File: src/rtl/charge_fetcher_pkg.sv
// Shared types for the charge-readout path: word address, charge sample, the
// 2-port x 4-bank charge pair and the FIFO entry carried by the fetcher.
package charge_fetcher_pkg;

    localparam int CWIDTH        = 16;
    localparam int AWIDTH        = 16;
    localparam int CHARGE_RD_LAT = 8;

    typedef logic [AWIDTH-1:0]        addr_t;
    typedef logic signed [CWIDTH-1:0] charge_t;
    // Outer index is the port (0 = word 2k, 1 = word 2k+1), inner index the bank
    typedef charge_t [1:0][3:0]       charge_pair_t;

    typedef struct packed {
        charge_pair_t data;
        logic         last;
    } fifo_entry_t;

    typedef enum logic [1:0] {
        ST_IDLE  = 2'd0,
        ST_FETCH = 2'd1,
        ST_DRAIN = 2'd2
    } fetch_state_t;

    // Sign-extended sum of the eight charges of one pair; three guard bits cover the growth
    function automatic logic signed [CWIDTH+2:0] pair_sum(input charge_pair_t p);
        logic signed [CWIDTH+2:0] acc;
        acc = '0;
        for (int i = 0; i < 2; i++) begin
            for (int j = 0; j < 4; j++) begin
                acc = acc + {{3{p[i][j][CWIDTH-1]}}, p[i][j]};
            end
        end
        return acc;
    endfunction

endpackage

File: src/rtl/charge_fetcher_fifo.sv
// Return buffer of the charge fetcher: synchronous FIFO of {charge pair, last}
// with asynchronous active-low reset. DEPTH must be a power of two, >= 2.
module charge_fifo
    import charge_fetcher_pkg::*;
#(
    parameter int DEPTH = 16
) (
    input  logic                       clk,
    input  logic                       rst,
    input  logic                       push,
    input  fifo_entry_t                push_entry,
    input  logic                       pop,
    output fifo_entry_t                head,
    output logic [$clog2(DEPTH+1)-1:0] count,
    output logic                       empty
);

    localparam int PW = $clog2(DEPTH);
    localparam int CW = $clog2(DEPTH+1);

    fifo_entry_t   mem_r [DEPTH];
    logic [PW-1:0] wr_ptr_r;
    logic [PW-1:0] rd_ptr_r;
    logic [CW-1:0] count_r;

    // Storage and pointers; the fetcher never pushes when full nor pops when empty
    always_ff @(posedge clk or negedge rst) begin
        if (!rst) begin
            for (int i = 0; i < DEPTH; i++) begin
                mem_r[i] <= '0;
            end
            wr_ptr_r <= '0;
            rd_ptr_r <= '0;
            count_r  <= '0;
        end else begin
            if (push) begin
                mem_r[wr_ptr_r] <= push_entry;
                wr_ptr_r        <= wr_ptr_r + PW'(1);
            end
            if (pop) begin
                rd_ptr_r <= rd_ptr_r + PW'(1);
            end
            case ({push, pop})
                2'b10:   count_r <= count_r + CW'(1);
                2'b01:   count_r <= count_r - CW'(1);
                default: count_r <= count_r;
            endcase
        end
    end

    assign head  = mem_r[rd_ptr_r];
    assign count = count_r;
    assign empty = (count_r == '0);

endmodule

File: src/rtl/charge_fetcher.sv
// Solver-side charge readout: sweeps the grid with paired 4-bank reads on a fixed
// latency, buffers returns under credit control and streams them out with a last flag.
// Optional feature macro CHARGE_CHECKSUM_EN adds the total_charge output. READ_LAT >= 2.
module charge_fetcher
    import charge_fetcher_pkg::*;
#(
    parameter int NUM_WORDS  = 1024,
    parameter int READ_LAT   = CHARGE_RD_LAT,
    parameter int FIFO_DEPTH = 16
) (
    input  logic               clk,
    input  logic               rst,
    input  logic               start,
    output logic               busy,
    output logic               done,
    output logic               valid_req,
    output addr_t [1:0][3:0]   grid_addr,
    input  charge_pair_t       charge_in,
    output logic               m_valid,
    input  logic               m_ready,
    output charge_pair_t       m_data,
    output logic               m_last
`ifdef CHARGE_CHECKSUM_EN
    ,
    output logic signed [CWIDTH+$clog2(8*NUM_WORDS)-1:0] total_charge
`endif
);

    localparam int            KW     = (NUM_WORDS > 2) ? $clog2(NUM_WORDS/2) : 1;
    localparam int            CW     = $clog2(FIFO_DEPTH+1);
    localparam logic [KW-1:0] LAST_K = KW'(NUM_WORDS/2 - 1);
    localparam logic [CW:0]   DEPTH_L = (CW+1)'(FIFO_DEPTH);

    fetch_state_t         state_r, state_nxt_s;
    logic [KW-1:0]        k_r, issue_k_s, ret_idx_r;
    logic [CW-1:0]        inflight_r, fifo_count_s;
    logic [READ_LAT-1:0]  dl_r;
    logic                 valid_req_r, busy_r, done_r;
    addr_t [1:0][3:0]     grid_addr_r;
    addr_t                req_a_s, req_b_s;
    logic                 issue_s, accept_start_s, done_s, credit_ok_s;
    logic                 ret_s, pop_s, fifo_empty_s;
    fifo_entry_t          push_entry_s, head_s;

    assign credit_ok_s = (({1'b0, inflight_r} + {1'b0, fifo_count_s}) < DEPTH_L);
    assign ret_s       = dl_r[READ_LAT-1];
    assign pop_s       = !fifo_empty_s && m_ready;
    assign issue_k_s   = accept_start_s ? '0 : k_r;
    assign req_a_s     = AWIDTH'({issue_k_s, 1'b0});
    assign req_b_s     = AWIDTH'({issue_k_s, 1'b1});

    // Next state; a start in IDLE issues request 0 in the same cycle
    always_comb begin
        state_nxt_s    = state_r;
        issue_s        = 1'b0;
        accept_start_s = 1'b0;
        done_s         = 1'b0;
        case (state_r)
            ST_IDLE: begin
                if (start && !done_r) begin
                    accept_start_s = 1'b1;
                    issue_s        = 1'b1;
                    state_nxt_s    = (LAST_K == '0) ? ST_DRAIN : ST_FETCH;
                end else begin
                    state_nxt_s = ST_IDLE;
                end
            end
            ST_FETCH: begin
                if (credit_ok_s) begin
                    issue_s     = 1'b1;
                    state_nxt_s = (k_r == LAST_K) ? ST_DRAIN : ST_FETCH;
                end else begin
                    state_nxt_s = ST_FETCH;
                end
            end
            ST_DRAIN: begin
                if (pop_s && head_s.last && (inflight_r == '0) && (fifo_count_s == CW'(1))) begin
                    done_s      = 1'b1;
                    state_nxt_s = ST_IDLE;
                end else begin
                    state_nxt_s = ST_DRAIN;
                end
            end
            default: state_nxt_s = ST_IDLE;
        endcase
    end

    // FSM, request generation, return tracking and registered status outputs
    always_ff @(posedge clk or negedge rst) begin
        if (!rst) begin
            state_r     <= ST_IDLE;
            k_r         <= '0;
            ret_idx_r   <= '0;
            inflight_r  <= '0;
            dl_r        <= '0;
            valid_req_r <= 1'b0;
            grid_addr_r <= '0;
            busy_r      <= 1'b0;
            done_r      <= 1'b0;
        end else begin
            state_r     <= state_nxt_s;
            busy_r      <= (state_nxt_s != ST_IDLE);
            done_r      <= done_s;
            valid_req_r <= issue_s;
            dl_r        <= {dl_r[READ_LAT-2:0], valid_req_r};
            if (issue_s) begin
                k_r <= issue_k_s + KW'(1);
                for (int b = 0; b < 4; b++) begin
                    grid_addr_r[0][b] <= req_a_s;
                    grid_addr_r[1][b] <= req_b_s;
                end
            end
            if (accept_start_s) begin
                ret_idx_r <= '0;
            end else if (ret_s) begin
                ret_idx_r <= ret_idx_r + KW'(1);
            end
            case ({issue_s, ret_s})
                2'b10:   inflight_r <= inflight_r + CW'(1);
                2'b01:   inflight_r <= inflight_r - CW'(1);
                default: inflight_r <= inflight_r;
            endcase
        end
    end

    assign push_entry_s.data = charge_in;
    assign push_entry_s.last = (ret_idx_r == LAST_K);

    charge_fifo #(
        .DEPTH (FIFO_DEPTH)
    ) u_fifo (
        .clk        (clk),
        .rst        (rst),
        .push       (ret_s),
        .push_entry (push_entry_s),
        .pop        (pop_s),
        .head       (head_s),
        .count      (fifo_count_s),
        .empty      (fifo_empty_s)
    );

`ifdef CHARGE_CHECKSUM_EN
    localparam int TW = CWIDTH + $clog2(8*NUM_WORDS);
    logic signed [CWIDTH+2:0] pair_sum_s;
    logic signed [TW-1:0]     total_r;

    assign pair_sum_s = pair_sum(charge_in);

    // Running sum of every buffered charge, held after done until the next start
    always_ff @(posedge clk or negedge rst) begin
        if (!rst) begin
            total_r <= '0;
        end else if (accept_start_s) begin
            total_r <= '0;
        end else if (ret_s) begin
            total_r <= total_r + {{(TW-CWIDTH-3){pair_sum_s[CWIDTH+2]}}, pair_sum_s};
        end else begin
            total_r <= total_r;
        end
    end

    assign total_charge = total_r;
`endif

    assign busy      = busy_r;
    assign done      = done_r;
    assign valid_req = valid_req_r;
    assign grid_addr = grid_addr_r;
    assign m_valid   = !fifo_empty_s;
    assign m_data    = fifo_empty_s ? '0 : head_s.data;
    assign m_last    = !fifo_empty_s && head_s.last;

endmodule
File: config.mk
export PLATFORM = sky130hd
export DESIGN_NAME = charge_fetcher
export DESIGN_NICKNAME = d
export VERILOG_FILES = /design/src/rtl/charge_fetcher_pkg.sv /design/src/rtl/charge_fetcher_fifo.sv /design/src/rtl/charge_fetcher.sv
export SDC_FILE = /design/constraint.sdc
export NUM_CORES = 2
export LEC_CHECK = 0
export BUFFER_PORTS_ARGS = -buffer_cell sky130_fd_sc_hd__buf_2
export CORE_MARGIN = 2
export CORE_UTILIZATION = 45
export DETAILED_ROUTE_END_ITERATION = 10
export PLACE_DENSITY = 0.66
export RECOVER_POWER = 50
export SETUP_SLACK_MARGIN = 0.02
export SLEW_MARGIN = 5
export SYNTH_ARGS = -nofsm -noshare
export SYNTH_HDL_FRONTEND = slang
export SYNTH_SLANG_ARGS = --single-unit
export TNS_END_PERCENT = 10
File: constraint.sdc
create_clock -name clk -period 3.4 [get_ports clk]
set_clock_uncertainty 0.1 [all_clocks]
set_input_delay 0.34 -clock clk [delete_from_list [all_inputs] [get_ports clk]]
set_output_delay 0.34 -clock clk [all_outputs]
set_load 0.01 [all_outputs]
==> impl_results.md <==
* Final hold vios at 0
* P&R area growth vs syn at 16.9%
* Post-synth EDFFs at 0
* DR WL/cell at around 27 um
* H-tree Lvls at 4
* Hold path start: dl_r[0]$_DFF_PN0_
* Final WS setup at -0.366 ns
* Leak at approximately 47 nW
* Worst slew margin relative to its limit at -0.172
* Fill cells at around 17000
* Setup violations, final at about 180
* Syn Inst Count at between 5000 and 6000
* Unrepaired setup endpoints after global routing: true
* Setup crit start: u_fifo.rd_ptr_r[0]$_DFFE_PN0P_
* Post-route clock period utilization at 1.11
* Crit path time final at around 3.8 ns
* Area after DPL at a little over 100000 um2
* Die X at around 470 um
* FF-to-FF path depth at 12
* Top cells by count, synth: dfrtp_1 (2123), mux2_2 (2066), mux4_2 (645), clkbuf_1 (409), and2_1 (133)
* Sequential fraction of the synthesis area at 0.553
* Via count at between 50000 and 60000
* Layout cells sized above 1 at 0.593
* Reg clk slew, reported paths at approximately 0.060 ns
* CTS max path bufs at 3
* Fmax at approximately 0.27 GHz
* Number of iterations in the first detailed-routing pass at 5
* Final GP Congestion at approximately 0.75
* # IOs at 393
* Clk sinks at approximately 2100
* Worst hold path class: flip-flop to flip-flop
* Setup TNS at -35.78 ns
* WS Path Type: flip-flop to primary output
* Post-DP HPWL at approximately 130000 um
* Status: finished, violations left
* CP Max Fanout at 7
* Critical R2R Launch: u_fifo.count[1]$_DFFE_PN0P_
* Initial Utilization at 0.453
* Async set-or-reset flop fraction in the synthesized netlist at 1.00
* Initial antenna violation count at 27
* Worst hold path stage count at 0
* Final hold slack at about 0.24 ns
* Critical path endpoint category: primary output
* CTS tree: yes
* Vias in the first global route at approximately 57000
* Mean Syn Cell Area at approximately 17 um2
* Setup Slack @ Placement at about 0.32 ns
* Die ar. at around 220000 um2
* Area of the multi-input gates at slightly above 40000 um2
* Cell mode on critical path: buf_12
* Worst slew pin tran at 1.76 ns
* PD cells at 1090 nW/um2
* Yosys warns at 0
* Starting DRT DRC Count at 3476
* Fin. max-slew vios at a little over 80
* Synth top area share at 0.553
* Peak supply drop at 854 uV
* Die height at 466 um
* Clk root buf: clkbuf_16
* Routed Antenna Nets at 0
* Via/cell ratio at 5.78
* Flip-flop and latch area at 53100 um2
* Port Buffer Count at 340
* Critical path, cell by cell: buf_12 > buf_12 > buf_16 > buf_12 > buf_16 > mux4_2 > mux4_2 > and2_4 > buf_6
* Cell Rows at 169
* Final #Nets at between 6000 and 7000
* Slowest cell delay on critical path at 0.50 ns
* Flop2flop setup slack at approximately 0.29 ns
* Count leader, synth: dfrtp_1
* Gr usage total at 0.226
* Worst path arrival time at 3.33 ns
* Drc violations at 0
* Largest net degree at the start of global routing at approximately 120
* Post-Syn Area at approximately 96000 um2
* Max_cap viols at 2
* Core region area at between 200000 and 250000 um2
* Setup crit start kind: flip-flop
* Final Util at 0.530
* GR Overflow Total at 0
* Clk_lat worst skew at 0.86 ns
* Post-route design area at 112000 um2
* Flops & latches, synth at 2123
* Failing checks: max-capacitance violations, max-slew violations, negative setup slack
* Slowest-stage cell, CP: dfrtp_4
* Worst EP required at between 2 and 3 ns
* Global-route wire length before repair at approximately 370000 um
* Synth area leaders: dfrtp_1 (55%), mux2_2 (24%), mux4_2 (15%)
* Drt total wl at around 240000 um
* Post-synth top area cell: dfrtp_1
* Num CTS Buffers at 221
* Yosys cell types at 37
* Dominant synthesized flop cell: dfrtp_1
## worst max-delay path, delay by kind of cell, from the launching register on
kind	cells	cell delay, ns
flops	1	0.50
mux	2	0.90
buf+inv	6	0.84
simple gates	1	0.18
## metrics by stage
step	power [mW]	std cells
2_1_floorplan	77.1	5870
3_3_place_gp	90.8	8585
3_5_place_dp	92.4	8585
4_1_cts	122	9155
5_1_grt	129	9171
6_report	123	9172
## flip-flops by register name, indices dropped and copies added (netlist names)
register         count
valid_req            1
u_fifo.rd_ptr_r      4
busy                 1
dl_r                 8
grid_addr           10
k_r                  9
inflight_r           5
done                 1
state_r              2
u_fifo.mem_r      2064
ret_idx_r            9
u_fifo.wr_ptr_r      4
u_fifo.count         5
## worst paths after layout
path / end
min in group asynchronous: valid_req$_DFF_PN0_
max in group asynchronous: u_fifo.mem_r[1458]$_DFFE_PN0P_
setup / recovery: m_data[94]
setup reg to reg: inflight_r[4]$_DFFE_PN0P_
hold / removal: dl_r[1]$_DFF_PN0_
hold reg to reg: dl_r[1]$_DFF_PN0_
## cell type report
class,count,area share
diodes,5,0.000111
clock buffers,333,0.0596
clock inverters,78,0.0102
inverters,10,0.000334
multi-input cells,3093,0.361
flip-flops and latches,2123,0.473
well taps,2821,0.0314
repair buffers,709,0.0646
## placed cells by master, fill, tap and decap left out, types with 10 or more instances in the layout
cell           synthesis  final
nand2_1               38     37
buf_16                 0     32
clkbuf_2               0     19
clkinv_2               0     36
buf_6                  8    112
conb_1                 1     52
clkbuf_1             409     63
ha_1                  20     20
mux2_2              2066   2065
a21oi_1               10     10
o21ai_0               17     17
mux4_2               645    645
dfrtp_1             2123   2119
buf_2                 77    232
inv_1                 10     10
nand4_1               16     16
bufinv_16              0     21
buf_4                118     53
clkbuf_16              0    231
buf_12                 0     88
dlygate4sd3_1          0    132
and2_1               133     23
clkbuf_8               0     70
nor2_1                13     13
xor2_1                12     12
and2_4                 0    107
## kinds of logic after synthesis
kind of cell               share of synthesized area
AOI/OAI and AO/OA                            0.00199
xor gates and xnor gates                     0.00182
adders and majority gates                    0.00281
buffers and inverters                         0.0318
DFF                                            0.553
muxes                                          0.394
other                                      0.0000390
and+or+nand+nor                               0.0146
## metal layers
| layer | GRT usage | wire (um) | vias to the layer above | share of wire |
|---|---|---|---|---|
| met4 | 0.0601 | 5880 | 26 | 0.024 |
| li1 | - | - | 22196 | - |
| met3 | 0.0351 | 9830 | 371 | 0.040 |
| met2 | 0.366 | 119000 | 1057 | 0.49 |
| met1 | 0.319 | 109000 | 29394 | 0.45 |
| met5 | 0 | 168 | - | 0.00069 |
## timing repair
action | in CTS | in global routing
setup buffers | 15 | 5
endpoints found under the setup margin | 129 | 129
hold buffers | 133 | 0
gates cloned | 11 | 7
pin swaps | 1 | 0
resized for setup | 181 | 103
endpoints found under the hold margin | 3602 | 0
## report_power, final
part           switching [mW]  internal, mW  total [mW]
Clock                    10.4          15.2        25.6
Combinational            20.3          32.5        52.8
Sequential               6.43          38.0        44.4
Total                    37.1          85.6         123
Note: power is estimated with default switching activity, not from simulation.
